## config.mk

```make
export PLATFORM = sky130hd
export DESIGN_NAME = rv32i_instr_encoder
export DESIGN_NICKNAME = d
export VERILOG_FILES = /design/src/rtl/rv32i_instr_encoder.sv
export SDC_FILE = /design/constraint.sdc
export NUM_CORES = 1
export LEC_CHECK = 0
export BUFFER_PORTS_ARGS = -buffer_cell sky130_fd_sc_hd__clkbuf_2
export CORE_ASPECT_RATIO = 1.4
export CORE_MARGIN = 10
export CORE_UTILIZATION = 47
export DETAILED_ROUTE_END_ITERATION = 16
export GPL_ROUTABILITY_DRIVEN = 0
export GPL_TIMING_DRIVEN = 0
export PLACE_DENSITY_LB_ADDON = 0.05
export SKIP_LAST_GASP = 1
export SYNTH_ARGS = -nofsm -noshare
export SYNTH_HDL_FRONTEND = slang
export SYNTH_SLANG_ARGS = --single-unit
```

## constraint.sdc

```tcl
create_clock -name CLK -period 2.9 [get_ports CLK]
set_input_delay 0.29 -clock CLK [delete_from_list [all_inputs] [get_ports CLK]]
set_output_delay 0.29 -clock CLK [all_outputs]
set_load 0.05 [all_outputs]
```

## src/rtl/rv32i_instr_encoder.sv

```systemverilog
`default_nettype none
// ============================================================================
// Module   : rv32i_instr_encoder
// Purpose  : Packs decoded RV32I instruction fields into 32-bit machine words
//            and streams them into instruction memory at consecutive word
//            addresses. Used by the boot/test loader before core release.
//            Two-stage pipeline: encode register (s1) and memory write port.
// Revision : 1.0 - initial release
// ----------------------------------------------------------------------------
// Ports:
//   CLK        in   clock, rising edge
//   RESET      in   synchronous active-low reset
//   Start      in   pulse: latches BaseAddr/Len and starts a load
//   BaseAddr   in   first byte address (bits[1:0] ignored)
//   Len        in   number of instructions to load (0 -> straight to DONE)
//   InValid    in   field bundle valid
//   InReady    out  bundle accepted this cycle when InValid is also high
//   OpCode, Funct3, Funct7, Rd, Rs1, Rs2, Imm  in  decoded fields
//   MemWe      out  write strobe (stage register holds a word)
//   MemAddr    out  byte address of the pending write
//   MemWData   out  encoded instruction word
//   MemReady   in   memory accepts the write when MemWe && MemReady
//   Busy       out  loading
//   Done       out  load finished
//   Count      out  words written so far
//   Illegal    out  sticky: unknown opcode seen
//   ImmErr     out  sticky: immediate not representable in its format
// ============================================================================
module rv32i_instr_encoder #(
  parameter int          ADDR_W   = 10,
  parameter logic [31:0] NOP_WORD = 32'h00000013
) (
  input  logic              CLK,
  input  logic              RESET,
  input  logic              Start,
  input  logic [ADDR_W-1:0] BaseAddr,
  input  logic [ADDR_W-3:0] Len,
  input  logic              InValid,
  output logic              InReady,
  input  logic [6:0]        OpCode,
  input  logic [2:0]        Funct3,
  input  logic [6:0]        Funct7,
  input  logic [4:0]        Rd,
  input  logic [4:0]        Rs1,
  input  logic [4:0]        Rs2,
  input  logic [31:0]       Imm,
  output logic              MemWe,
  output logic [ADDR_W-1:0] MemAddr,
  output logic [31:0]       MemWData,
  input  logic              MemReady,
  output logic              Busy,
  output logic              Done,
  output logic [ADDR_W-3:0] Count,
  output logic              Illegal,
  output logic              ImmErr
);

  localparam logic [6:0] OPC_R     = 7'b0110011;
  localparam logic [6:0] OPC_OPIMM = 7'b0010011;
  localparam logic [6:0] OPC_LOAD  = 7'b0000011;
  localparam logic [6:0] OPC_JALR  = 7'b1100111;
  localparam logic [6:0] OPC_STORE = 7'b0100011;
  localparam logic [6:0] OPC_BR    = 7'b1100011;
  localparam logic [6:0] OPC_LUI   = 7'b0110111;
  localparam logic [6:0] OPC_AUIPC = 7'b0010111;
  localparam logic [6:0] OPC_JAL   = 7'b1101111;

  localparam logic [ADDR_W-1:0] ADDR_STEP = ADDR_W'(4);

  typedef enum logic [1:0] {
    ST_IDLE = 2'd0,
    ST_LOAD = 2'd1,
    ST_DONE = 2'd2
  } state_t;

  state_t            state;
  logic [ADDR_W-3:0] len_q;
  logic [ADDR_W-3:0] accepted;
  logic              s1_valid;

  logic [31:0]       enc_word;
  logic              enc_illegal;
  logic              enc_imm_err;
  logic              imm_fits12;
  logic              write_fire;
  logic              accept;
  logic [ADDR_W-3:0] count_next;

  // Byte-lane bits of the base address are forced to zero on latch.
  logic unused_base_lsbs;
  assign unused_base_lsbs = ^BaseAddr[1:0];

  // A 12-bit signed immediate is representable when bits 31..11 are all
  // copies of the sign bit.
  assign imm_fits12 = (&Imm[31:11]) | ~(|Imm[31:11]);

  always_comb begin
    enc_word    = NOP_WORD;
    enc_illegal = 1'b0;
    enc_imm_err = 1'b0;
    case (OpCode)
      OPC_R: begin
        enc_word = {Funct7, Rs2, Rs1, Funct3, Rd, OpCode};
      end
      OPC_OPIMM, OPC_LOAD, OPC_JALR: begin
        enc_word = {Imm[11:0], Rs1, Funct3, Rd, OpCode};
        // Shift-immediates carry funct7 in the upper immediate bits.
        if ((OpCode == OPC_OPIMM) && ((Funct3 == 3'b001) || (Funct3 == 3'b101))) begin
          enc_word[31:20] = {Funct7, Imm[4:0]};
        end
        enc_imm_err = ~imm_fits12;
      end
      OPC_STORE: begin
        enc_word    = {Imm[11:5], Rs2, Rs1, Funct3, Imm[4:0], OpCode};
        enc_imm_err = ~imm_fits12;
      end
      OPC_BR: begin
        enc_word    = {Imm[12], Imm[10:5], Rs2, Rs1, Funct3, Imm[4:1], Imm[11], OpCode};
        enc_imm_err = Imm[0];
      end
      OPC_LUI, OPC_AUIPC: begin
        enc_word = {Imm[31:12], Rd, OpCode};
      end
      OPC_JAL: begin
        enc_word    = {Imm[20], Imm[10:1], Imm[11], Imm[19:12], Rd, OpCode};
        enc_imm_err = Imm[0];
      end
      default: begin
        enc_word    = NOP_WORD;
        enc_illegal = 1'b1;
      end
    endcase
  end

  assign write_fire = s1_valid & MemReady;
  // The stage register may be refilled on the same edge it drains.
  assign InReady    = (state == ST_LOAD) && (accepted < len_q) && (!s1_valid || MemReady);
  assign accept     = InValid & InReady;
  assign count_next = Count + 1'b1;

  assign MemWe = s1_valid;
  assign Busy  = (state == ST_LOAD);
  assign Done  = (state == ST_DONE);

  always_ff @(posedge CLK) begin
    if (!RESET) begin
      state    <= ST_IDLE;
      len_q    <= '0;
      accepted <= '0;
      s1_valid <= 1'b0;
      MemAddr  <= '0;
      MemWData <= '0;
      Count    <= '0;
      Illegal  <= 1'b0;
      ImmErr   <= 1'b0;
    end else begin
      case (state)
        ST_IDLE: begin
          if (Start) begin
            MemAddr  <= {BaseAddr[ADDR_W-1:2], 2'b00};
            len_q    <= Len;
            accepted <= '0;
            Count    <= '0;
            Illegal  <= 1'b0;
            ImmErr   <= 1'b0;
            state    <= (Len == '0) ? ST_DONE : ST_LOAD;
          end
        end
        ST_LOAD: begin
          if (write_fire) begin
            Count   <= count_next;
            MemAddr <= MemAddr + ADDR_STEP;
            if (count_next == len_q) begin
              state <= ST_DONE;
            end
          end
          if (accept) begin
            s1_valid <= 1'b1;
            MemWData <= enc_word;
            accepted <= accepted + 1'b1;
            Illegal  <= Illegal | enc_illegal;
            ImmErr   <= ImmErr | enc_imm_err;
          end else if (write_fire) begin
            s1_valid <= 1'b0;
          end
        end
        ST_DONE: begin
          if (Start) begin
            state   <= ST_IDLE;
            Count   <= '0;
            Illegal <= 1'b0;
            ImmErr  <= 1'b0;
          end
        end
        default: begin
          state <= ST_IDLE;
        end
      endcase
    end
  end

endmodule
`default_nettype wire

```

Word level (Yosys, flattened, before mapping):

Cells that the tools add are included.

* output and inout port bits: 56
* register bits after elaboration: 71
* input port bits: 87
* word-level logic and storage cells: 92

* add/subtract/negate cells: 3
* multiplexer cells: 25
* equal/unequal tests: 20
* reductions and logical operators: 27
* bitwise operators: 7
* $lt $le $gt $ge: 1

Operators with widths (count)
* $pmux W32 S6: 1
* $pmux W8 S2: 2
* $mux W8: 3
* $eq A7 B6 Y1 const B: 3
* $eq A7 B7 Y1 const B: 3
* $reduce_and A21 Y1: 1
* $reduce_or A21 Y1: 1
* $mux W10: 2
* $pmux W10 S2: 1
* $add A8 B1 Y8 const B: 2
* $eq A7 B5 Y1 const B: 2
* $mux W12: 1
* $reduce_and A3 Y1: 4
* $add A10 B3 Y10 const B: 1
* $mux W2: 5
* $reduce_or A9 Y1: 1
* $eq A8 B8 Y1: 1
* $logic_not A8 Y1: 1
* $lt A8 B8 Y1: 1
* $ne A2 B1 Y1 const B: 4
* $eq A7 B2 Y1 const B: 1
* $mux W1: 6
* $pmux W1 S2: 3
* $pmux W2 S3: 1
* 18 further kinds: 32

Depth between registers and ports, before layout:

Gate-level depths: netlist of run 1.

* depth after elaboration: 8
* gate-level depth with buffers: 9
* mapped depth without buffers: 7

Least setup slack after synthesis of run 1:

Ideal clock, no wire load.

* path kind: flip-flop to flip-flop
* start: reg len_q[7]
* end: reg MemWData[25]
* clock period less this slack: 2.153 ns
* buffers on the path: 1
* stages on the path, launching flop included: 9
* required time: 2.775 ns
* data arrival time: 2.028 ns
* setup time: 0.125 ns
* path slack: 0.747 ns
* path through: dfxtp_1 > inv_1 > ha_1 > a2111oi_4 > nand2_2 > a41oi_4 > nor2_2 > buf_6 > o2bb2ai_2

* word-level cells in the longest chain between the ends: 5

RTL lines
* start, declared: RTL line 77 `logic [ADDR_W-3:0] len_q;`
* start signal, assigned: RTL line 161 `len_q <= Len;`
* $lt A8 B8 Y1: RTL line 137 `assign InReady = (state == ST_LOAD) && (accepted < len_q) && (!s1_valid || MemReady);`
* $logic_and A1 B1 Y1 (2 in a row): RTL line 137
* $and A1 B1 Y1: RTL line 138 `assign accept = InValid & InReady;`
* $reduce_and A2 Y1 (no line)
* end signal, assigned: RTL line 179 `MemWData <= enc_word;`
* end, declared: RTL line 49 `output logic [31:0] MemWData,`

No other way between the ends.
A chain may end at the register's enable or synchronous reset.

Final worst setup path of run 1:

* start: reg len_q[7]
* end: reg MemWData[17]

The elaborated chain is that of the path after synthesis.

==> flow_summary.rst, run 1 <==
.. list-table::
   :header-rows: 1

   * - Metric
     - Value
   * - Number of inserted diodes
     - 0
   * - Final Worst Setup Slack
     - 409.5 ps
   * - Total of hold buffers inserted after clock tree synthesis
     - 0
   * - Mean cell area of the mapped netlist
     - 8.769 sq um
   * - Number of warning messages in the yosys log
     - 0
   * - CTS tree
     - done
   * - Maximum achievable frequency
     - 401.5 MHz
   * - Worst vdd ir
     - 0.0003216 V
   * - Global-route usage over all layers
     - 20.84%
   * - Maximum capacitance violations
     - 0
   * - Delay of the slowest critical-path stage
     - 430 ps
   * - Portion of the post-synthesis area used by sequential elements
     - 34.77%
   * - Antenna-violating nets left
     - 0
   * - Class of the worst hold path
     - primary input to flip-flop
   * - Largest net degree at the start of global routing
     - 13
   * - Transition at the pin with the smallest max-transition slack
     - 789.3 ps
   * - Worst-case clock buffer depth
     - 2
   * - Clock skew
     - 6.494 ps
   * - Die width
     - 97.70 microns
   * - Max Transition Viols Final
     - 0
   * - Number of filler cells placed in the layout
     - 752
   * - Die footprint
     - 12580 sq um
   * - DRC violation total after the first TritonRoute iteration
     - 214
   * - Kind of critical path
     - flip-flop to flip-flop
   * - Pre-CTS setup slack
     - 429.7 ps
   * - Cells along the critical path
     - inv_1, ha_1, a2111oi_4, nand2_2, a41oi_4, nand3_4, buf_6, o2bb2ai_2
   * - Final period utilization
     - 85.88%
   * - Max-slew headroom at the worst pin
     - 47.19%
   * - Clock insertion delay at the later pin of the skew report
     - 340 ps
   * - Reg2reg start
     - len_q[7]
   * - Clock slew at reported path FFs
     - 60 ps
   * - Routed length per placed instance
     - 18.90 microns
   * - Share of cells above drive strength 1
     - 32.78%
   * - Crit path launch type
     - flip-flop
   * - Share of async-settable or async-resettable flops after synthesis
     - 0%
   * - Fin crit period
     - 2490 ps
   * - H-tree lvl count
     - 3
   * - Total gr overflow
     - 0
   * - Unique masters post-synth
     - 68
   * - Static Leakage
     - 2.052 nW
   * - Vias per cell
     - 5.956
   * - Number of flops mapped to enable cells by yosys
     - 0
   * - Cell chosen for the clock root
     - sky130_fd_sc_hd__clkbuf_16
   * - Number of primary I/O pins
     - 143
   * - Result of the run
     - finished, final reports clean
   * - Effective utilization at floorplan
     - 48.46%
   * - Setup repair after global routing missed its margin
     - false
   * - DRT Wirelength
     - 13400 microns
   * - Launch instance of the worst min-delay path
     - Len[2]
   * - Number of global-route vias before repair
     - 4483
   * - Post-Synthesis Cell Area
     - 3973 sq um
   * - Number of rows created at floorplan
     - 39
   * - Utilization after layout
     - 62.29%
   * - P per Cell Area
     - 513.5 nW/um^2
   * - Clock Sink Count
     - 69
   * - Cell with the biggest individual delay on the critical path
     - sky130_fd_sc_hd__a2111oi_4
   * - Start point of the critical path
     - len_q[7]
   * - Final count of hold timing violations
     - 0
   * - Aggregate negative setup slack
     - 0 ps
   * - DPL Wire Length
     - 10560 microns
   * - Worst path buffer plus inverter count
     - 2
   * - Port Buffers
     - 137
   * - Global-route wire length before repair
     - 21670 microns
   * - Die outline height
     - 128.8 microns
   * - Dominant synthesized flop cell
     - sky130_fd_sc_hd__dfxtp_1
   * - CP required
     - 3170 ps
   * - WHS
     - 189.7 ps
   * - Cell type group with the largest total delay on the critical path
     - compound AO/OA/AOI/OAI gates
   * - Cell count after synthesis
     - 453
   * - Commonest cells after routing, fill and taps aside
     - sky130_fd_sc_hd__clkbuf_2, sky130_fd_sc_hd__dfxtp_1, sky130_fd_sc_hd__nand2_1
   * - Initial DRT Pass Iterations
     - 7
   * - # nets final
     - 699
   * - Placeable Area
     - 8198 sq um
   * - Most frequent standard cell in the layout excluding fill and tap cells
     - sky130_fd_sc_hd__clkbuf_2
   * - Category of the worst setup path capture point
     - flip-flop
   * - Arrival time worst endpoint
     - 2760 ps
   * - Total via count in the routed design
     - 4223
   * - Layout Area Growth over Synthesis
     - 28.54%
   * - Initial antenna violation count
     - 0
   * - Post-CTS setup repair buffer count
     - 0
   * - Finish-stage setup viols
     - 0
   * - Worst-path fanout max
     - 10
   * - Cts bufs inserted
     - 9
   * - Post-cts resize count
     - 0
   * - Total of flip-flops plus latches after synthesis
     - 69
   * - Remaining DRCs
     - 0
-- path summary, 6_finish.rpt --
| path | endpoint | slack, ps | cells past startpoint |
|---|---|---|---|
| max | MemWData[17] | 410 | 8 |
| max reg2reg | MemWData[17] | 410 | 8 |
| min | len_q[2] | 190 | 3 |
| min reg2reg | MemWData[3] | 460 | 2 |
-- synth_stat cells, drive strengths merged (11+ instances only) --
cell type	n	area share, %
inv	12	1.1
clkbuf	14	1.3
o2bb2ai	27	9.1
buf	12	2.6
dfxtp	69	35
nand2	45	4.3
a21oi	38	4.8
a222oi	11	2.8
xnor2	11	2.4
a22oi	15	2.8
nor2	35	3.5
o21ai	19	2.4
nand3	20	2.8
-- state kept, by name, indices dropped and copies added, names as in the netlist --
name and flops:
ImmErr 1, Illegal 1, MemWData 32, accepted 8
MemAddr 8, MemWe 1, len_q 8, state 2
Count 8
-- cells by family after synthesis --
family / after synthesis / synth area share, %
buf+inv: 39 / 5.165
xor+xnor: 12 / 2.646
simple gates: 172 / 22.71
other cells: 1 / 0.09440
fa+ha+maj: 10 / 3.150
flops: 69 / 34.77
compound gates: 149 / 31.18
mux: 1 / 0.2834
-- layer usage --
layer	wire [microns]	vias up	part of all wire (%)	global-route usage (%)
met5	0	-	0	0
met4	502	0	3.7	12.52
met3	1126	41	8.4	7.177
met2	6883	179	51	37.52
met1	4892	1973	36	20.22
li1	-	2030	-	-
-- report_power, final --
| group | total (mW) | internal [mW] | switching (mW) |
|---|---|---|---|
| Sequential | 1.00 | 0.974 | 0.0262 |
| Clock | 1.18 | 0.751 | 0.433 |
| Combinational | 0.438 | 0.149 | 0.289 |
-- final cells by class --
cell class,count,area [sq um],area share (%)
inverters,13,48.80,0.9556
plain buffers,26,156.4,3.063
flip-flops and latches,69,1381,27.05
repair buffers,137,685.7,13.43
clock inverters,6,87.58,1.715
well taps,102,127.6,2.499
clock buffers,10,229.0,4.484
multi-input cells,346,2390,46.80
-- stage by stage --
step | std cells | power [mW] | area (sq um)
finish | 709 | 2.622 | 5106
global route | 709 | 2.717 | 5106
CTS | 709 | 2.642 | 5106
detailed placement | 693 | 1.457 | 4790
global placement | 693 | 1.448 | 4790
floorplan | 454 | 1.297 | 3976
-- worst reg2reg max path: stages (launching register included) --
cell and delay [ps]:
sky130_fd_sc_hd__dfxtp_1 370, sky130_fd_sc_hd__inv_1 90, sky130_fd_sc_hd__ha_1 400, sky130_fd_sc_hd__a2111oi_4 440
sky130_fd_sc_hd__nand2_2 130, sky130_fd_sc_hd__a41oi_4 390, sky130_fd_sc_hd__nand3_4 250, sky130_fd_sc_hd__buf_6 230
sky130_fd_sc_hd__o2bb2ai_2 120
No activity file was read; power rests on OpenSTA's default activity.
==> inputs of run 2 (changes only) <==
Settings changed: CELL_PAD_IN_SITES_DETAIL_PLACEMENT set to 0, CELL_PAD_IN_SITES_GLOBAL_PLACEMENT set to 1, CORE_MARGIN 10 to 5, CORE_UTILIZATION 47 to 36.
Clock period 2.9 ns to 2.55 ns, I/O delays scaled along.
==> run 2 against run 1 <==
Against the previous run:
- utilization is 15 points lower
- die area is 5.4% higher
- sequential share of layout area decreased by 0.28 points
- total power grew 13%
- combinational power is 15% higher
- first-iteration DRC count up 1.9%
- critical path type is now flip-flop to output port
- cell area rose by 1.0%
- flip-flop and latch count unchanged
==> flow_summary.rst, run 2 (synthesis results as in run 1) <==
.. list-table::
   :header-rows: 1

   * - Metric
     - Value
   * - Placed cell count
     - 732 (+5.6%)
   * - Total length of routed met2 wires
     - 7218 microns (+4.9%)
   * - Die outline height
     - 134.3 microns (+4.3%)
   * - P per Cell Area
     - 572.6 nW/um^2 (+11%)
   * - Global-route usage over all layers
     - 20.88% (+0.038 points)
   * - Antenna-violating nets left
     - 0 (unchanged)
   * - Commonest cells after routing, fill and taps aside
     - sky130_fd_sc_hd__clkbuf_2, sky130_fd_sc_hd__dfxtp_1, sky130_fd_sc_hd__nand2_1
   * - Total via count in the routed design
     - 4160 (-1.5%)
   * - Top Layer Used
     - met4
   * - Die footprint
     - 13270 sq um (+5.4%)
   * - Maximum achievable frequency
     - 414.7 MHz
   * - Initial DRT Pass Iterations
     - 5 (-2)
   * - Total of hold buffers inserted after clock tree synthesis
     - 0 (unchanged)
   * - Largest net degree at the start of global routing
     - 15 (+2)
   * - Number of rows created at floorplan
     - 45 (+15%)
   * - Routed length per placed instance
     - 18.36 microns (-2.9%)
   * - DPL Wire Length
     - 10910 microns (+3.3%)
   * - Worst vdd ir
     - 0.0003406 V (+5.9%)
   * - Start point of the critical path
     - len_q[3]
   * - Transition at the pin with the smallest max-transition slack
     - 907.3 ps (+118.0 ps)
   * - Cells along the critical path
     - inv_1, ha_1, a211oi_1, o211ai_1, nand4_1, and2_1, clkbuf_2
   * - Arrival time worst endpoint
     - 2160 ps (-600 ps)
   * - Clock slew at reported path FFs
     - 60 ps (about the same)
   * - Result of the run
     - finished, final reports clean
   * - DRC violation total after the first TritonRoute iteration
     - 218 (+1.9%)
   * - Worst-case clock buffer depth
     - 2 (unchanged)
   * - Register with the highest flop count
     - MemWData
   * - Worst Reg-to-Reg Cells
     - 8 (unchanged)
   * - Initial antenna violation count
     - 0 (unchanged)
   * - WL met1
     - 5166 microns (+5.6%)
   * - Number of inserted diodes
     - 0 (unchanged)
   * - Kind of critical path
     - flip-flop to output port
   * - Number of primary I/O pins
     - 143 (unchanged)
   * - # nets final
     - 701 (+0.29%)
   * - Placeable Area
     - 10810 sq um (+32%)
   * - Remaining DRCs
     - 0 (unchanged)
   * - Die width
     - 98.78 microns (+1.1%)
   * - Cell chosen for the clock root
     - sky130_fd_sc_hd__clkbuf_16
   * - CP required
     - 2300 ps (-870 ps)
   * - CTS tree
     - done
   * - Aggregate negative setup slack
     - 0 ps (unchanged)
   * - Met3 wire length
     - 1107 microns (-1.7%)
   * - H-tree lvl count
     - 3 (unchanged)
   * - Number of global-route vias before repair
     - 4261 (-5.0%)
   * - Crit path launch type
     - flip-flop
   * - DRT Wirelength
     - 13770 microns (+2.8%)
   * - Layout Area Growth over Synthesis
     - 29.86%
   * - Maximum capacitance violations
     - 0 (unchanged)
   * - Worst setup path end
     - InReady
   * - Total gr overflow
     - 0 (unchanged)
   * - Vias per cell
     - 5.547 (-6.9%)
   * - Setup repair after global routing missed its margin
     - false
   * - Cell with the biggest individual delay on the critical path
     - sky130_fd_sc_hd__dfxtp_1
   * - Global-route wire length before repair
     - 22040 microns (+1.7%)
   * - Category of the worst setup path capture point
     - output port
   * - Max Transition Viols Final
     - 0 (unchanged)
   * - Endpoint of the worst register-to-register path
     - accepted[7]
   * - Clock skew
     - 8.083 ps (+1.589 ps)
   * - Reg2reg start
     - len_q[7]
   * - Effective utilization at floorplan
     - 36.75% (-12 points)
   * - Count of non-filler cells in the finished layout
     - 750 (+5.8%)
   * - Fin crit period
     - 2411 ps
   * - Cts bufs inserted
     - 9 (unchanged)
   * - Final period utilization
     - 94.57%
   * - Clock Sink Count
     - 69 (unchanged)
   * - Share of cells above drive strength 1
     - 33.17% (+0.38 points)
   * - Max reg flops
     - 32 (unchanged)
   * - Final count of hold timing violations
     - 0 (unchanged)
   * - WHS
     - 150.6 ps (-39.03 ps)
   * - Class of the worst hold path
     - primary input to flip-flop
   * - Flop-to-flop setup slack
     - 150 ps (-260 ps)
   * - Finish-stage setup viols
     - 0 (unchanged)
   * - Port Buffers
     - 137 (unchanged)
   * - Max-slew headroom at the worst pin
     - 39.05% (-8.1 points)
   * - Most frequent standard cell in the layout excluding fill and tap cells
     - sky130_fd_sc_hd__clkbuf_2
   * - Worst-path fanout max
     - 3 (-7)
   * - Delay of the slowest critical-path stage
     - 370 ps (-60 ps)
   * - Clock insertion delay at the later pin of the skew report
     - 340 ps (about the same)
   * - Static Leakage
     - 2.061 nW (+0.46%)
-- run 2: changes by cell type in the layout (fill, tap and decap cells not counted), sizes merged --
cell	delta
inv	+4
buf	+2
bufinv	-1
clkbuf	-1
clkinv	-1
clkinvlp	-1
-- run 2: worst min path at each step --
| stage | startpoint | endpoint | slack [ps] | cells past startpoint |
|---|---|---|---|---|
| final | Len[2] | len_q[2] | 150 | 3 |
| after global routing | Len[4] | len_q[4] | 170 | 3 |
| after CTS | Len[2] | len_q[2] | 140 | 3 |
| after detailed placement | MemWData[19] | MemWData[19] | 450 | 1 |
| after global placement | MemWData[21] | MemWData[21] | 450 | 1 |
| after floorplan | Len[0] | len_q[0] | 390 | 2 |
-- run 2: metal layers --
layer  vias up  track usage (%)
li1       2038                -
met1      1923            22.96
met2       178            37.89
met3        21            6.348
met4         0            6.682
met5         -                0
-- run 2: what timing repair did --
| item | 4_1_cts | 5_1_grt |
|---|---|---|
| gates resized for setup | 0 | 0 |
| setup buffers | 0 | 2 |
| setup endpoints to repair | 0 | 20 |
-- run 2: worst max-delay path, delay by kind of cell (launching register included) --
kind                       cells  cell delay [ps]
buffers and inverters          2              360
AOI/OAI and AO/OA              2              460
DFF                            1              370
adders and majority gates      1              310
and+or+nand+nor                2              320
-- run 2: power breakdown --
group	total (mW)	switching (mW)	internal [mW]
Clock	1.31	0.540	0.772
Sequential	1.14	0.0297	1.11
Combinational	0.505	0.334	0.172
Total	2.95	0.903	2.05
-- run 2: layout make-up --
cell class                 instances  area, sq um
sequential                        69         1381
clock buffer                       9        225.2
multi-input combinational        346         2390
fill                            1111         5652
buffer                            26        156.4
inverter                          13        48.80
clock inverter                     7        80.08
timing repair buffer             139        700.7
tap                              141        176.4
-- run 2: through the flow --
| step | instance area [sq um] | utilization (%) | worst slack [ps] | power, mW |
|---|---|---|---|---|
| detailed placement | 4838 | 44.76 | 76.76 | 1.666 |
| CTS | 5144 | 47.58 | 59.46 | 2.985 |
| finish | 5159 | 47.72 | 138.6 | 2.954 |
| global placement | 4838 | 44.76 | 128.4 | 1.660 |
| floorplan | 3976 | - | 397.0 | 1.475 |
| global route | 5159 | 47.72 | 18.97 | 3.077 |
==> inputs of run 3 (changes only) <==
Settings changed: CELL_PAD_IN_SITES_DETAIL_PLACEMENT 0 to not set, CELL_PAD_IN_SITES_GLOBAL_PLACEMENT 1 to not set, CORE_UTILIZATION 36 to 47.
==> run 3 against run 2 <==
Against the previous run:
- non-clock buffer count is the same
- setup slack got worse by 1.9 ps
- clock power rose by 11%
- clock skew decreased by 3.8 ps
- largest cell class unchanged
- highest routed layer unchanged
- critical path depth unchanged
- flip-flop and latch count is the same
- sequential power barely moved
- worst hold slack better by 12 ps
- utilization is 15 points higher
- cell count down 5.2%
- combinational power barely moved
==> flow_summary.rst, run 3 (synthesis results as in run 1) <==
.. list-table::
   :header-rows: 1

   * - Metric
     - Value
   * - Initial DRT Pass Iterations
     - 5 (unchanged)
   * - Placeable Area
     - 8198 sq um (-24%)
   * - Max-slew headroom at the worst pin
     - 47.01% (+8.0 points)
   * - Transition at the pin with the smallest max-transition slack
     - 792.0 ps (-115.3 ps)
   * - Remaining DRCs
     - 0 (unchanged)
   * - Arrival time worst endpoint
     - 2160 ps (about the same)
   * - Final count of hold timing violations
     - 0 (unchanged)
   * - Launch instance of the worst min-delay path
     - Len[3]
   * - Clock Sink Count
     - 69 (unchanged)
   * - Port Buffers
     - 137 (unchanged)
   * - DPL Wire Length
     - 9764 microns (-11%)
   * - Finish-stage setup viols
     - 0 (unchanged)
   * - Start point of the critical path
     - len_q[3]
   * - Number of rows created at floorplan
     - 39 (-13%)
   * - Vias per cell
     - 5.885 (+6.1%)
   * - Final period utilization
     - 94.64% (about the same)
   * - Register with the highest flop count
     - MemWData
   * - Aggregate negative setup slack
     - 0 ps (unchanged)
   * - Die footprint
     - 10420 sq um (-21%)
   * - Kind of critical path
     - flip-flop to output port
   * - Maximum achievable frequency
     - 414.4 MHz (about the same)
   * - Worst-path fanout max
     - 3 (unchanged)
   * - Worst vdd ir
     - 0.0003803 V (+12%)
   * - Category of the worst setup path capture point
     - output port
   * - Cell chosen for the clock root
     - sky130_fd_sc_hd__clkbuf_16
   * - Clock skew
     - 4.257 ps (-3.826 ps)
   * - Routed length per placed instance
     - 17.78 microns (-3.2%)
   * - Total gr overflow
     - 0 (unchanged)
   * - Layout Area Growth over Synthesis
     - 29.86% (unchanged)
   * - Placed cell count
     - 693 (-5.3%)
   * - Share of cells above drive strength 1
     - 32.84% (-0.33 points)
   * - Max Transition Viols Final
     - 0 (unchanged)
   * - DRT Wirelength
     - 12640 microns (-8.2%)
   * - Pre-CTS setup slack
     - 70.79 ps (-5.969 ps)
   * - Most frequent standard cell in the layout excluding fill and tap cells
     - sky130_fd_sc_hd__clkbuf_2
   * - P per Cell Area
     - 599.8 nW/um^2 (+4.8%)
   * - Result of the run
     - finished, final reports clean
   * - Crit path launch type
     - flip-flop
   * - Number of inserted diodes
     - 0 (unchanged)
   * - Cts bufs inserted
     - 9 (unchanged)
   * - Commonest cells after routing, fill and taps aside
     - sky130_fd_sc_hd__clkbuf_2, sky130_fd_sc_hd__dfxtp_1, sky130_fd_sc_hd__nand2_1
   * - # nets final
     - 701 (unchanged)
   * - CP required
     - 2300 ps (about the same)
   * - Clock insertion delay at the later pin of the skew report
     - 330 ps (about the same)
   * - Die width
     - 87.70 microns (-11%)
   * - Initial antenna violation count
     - 0 (unchanged)
   * - Utilization after layout
     - 62.93% (+15 points)
   * - Antenna-violating nets left
     - 0 (unchanged)
   * - CTS tree
     - done
   * - Die outline height
     - 118.8 microns (-12%)
   * - WHS
     - 162.9 ps (+12.23 ps)
   * - Number of primary I/O pins
     - 143 (unchanged)
   * - Setup repair after global routing missed its margin
     - false
   * - DRC violation total after the first TritonRoute iteration
     - 283 (+30%)
   * - H-tree lvl count
     - 3 (unchanged)
   * - Final Worst Setup Slack
     - 136.6 ps (-1.922 ps)
   * - Count of non-filler cells in the finished layout
     - 711 (-5.2%)
   * - Worst-case clock buffer depth
     - 2 (unchanged)
   * - Clock slew at reported path FFs
     - 50 ps (about the same)
   * - Max reg flops
     - 32 (unchanged)
   * - Global-route wire length before repair
     - 19940 microns (-9.5%)
   * - Largest net degree at the start of global routing
     - 12 (-3)
   * - Fin crit period
     - 2413 ps (+1.922 ps)
   * - Reg2reg start
     - len_q[7]
   * - Total via count in the routed design
     - 4184 (+0.58%)
   * - Global-route usage over all layers
     - 24.25% (+3.4 points)
   * - Class of the worst hold path
     - primary input to flip-flop
   * - Effective utilization at floorplan
     - 48.46% (+12 points)
   * - Number of global-route vias before repair
     - 4094 (-3.9%)
   * - Number of filler cells placed in the layout
     - 731 (-34%)
   * - Total of hold buffers inserted after clock tree synthesis
     - 0 (unchanged)
   * - Maximum capacitance violations
     - 0 (unchanged)
   * - Static Leakage
     - 2.088 nW (+1.3%)
## run 3: changes by cell type in the layout (fill, tap and decap cells not counted), sizes merged
cell,before,now
buf,14,15
bufinv,1,3
clkbuf,160,162
clkinv,1,2
clkinvlp,2,0
inv,16,12
## run 3: area by class of cell
type	count	area (sq um)	share of cell area, %
Clock inverter	4	95.09	1.843
Timing Repair Buffer	139	713.2	13.82
Multi-Input combinational cell	346	2390	46.33
Inverter	13	48.80	0.9459
Clock buffer	12	246.5	4.778
Sequential cell	69	1381	26.78
Buffer	26	156.4	3.032
Tap cell	102	127.6	2.474
## run 3: worst paths after layout
kind	endpoint	slack, ps	cells after the start
max	InReady	140	7
min	len_q[3]	160	3
max reg2reg	MemWData[4]	160	9
min reg2reg	MemWData[21]	460	1
## run 3: per-stage QoR
| stage | power [mW] | area, sq um |
|---|---|---|
| floorplan | 1.475 | 3976 |
| global placement | 1.646 | 4790 |
| detailed placement | 1.656 | 4790 |
| CTS | 3.108 | 5131 |
| global route | 3.204 | 5159 |
| finish | 3.094 | 5159 |
## run 3: power breakdown
group | leakage, nW | total (mW) | switching (mW) | internal, mW
Combinational | 1.36 | 0.504 | 0.330 | 0.174
Sequential | 0.559 | 1.14 | 0.0294 | 1.11
Clock | 0.167 | 1.45 | 0.471 | 0.981
## run 3: what timing repair did
item	4_1_cts	5_1_grt
setup buffers	0	2
endpoints found under the setup margin	0	21
resized for setup	0	1
## run 3: worst max-delay path, cell delays in order, from the launching register on
cell and delay [ps]:
sky130_fd_sc_hd__dfxtp_1 380, sky130_fd_sc_hd__inv_1 90, sky130_fd_sc_hd__ha_1 320, sky130_fd_sc_hd__a211oi_1 260, sky130_fd_sc_hd__o211ai_1 230, sky130_fd_sc_hd__nand4_1 160
sky130_fd_sc_hd__and2_1 130, sky130_fd_sc_hd__buf_2 260
## run 3: metal layers
metal	part of all wire (%)	GRT usage [%]	routed length, microns	vias up
li1	-	-	-	2035
met4	3.6	11.23	456	0
met5	0	0	0	-
met2	52	42.69	6518	161
met3	7.2	6.611	908	29
met1	38	26.23	4758	1959
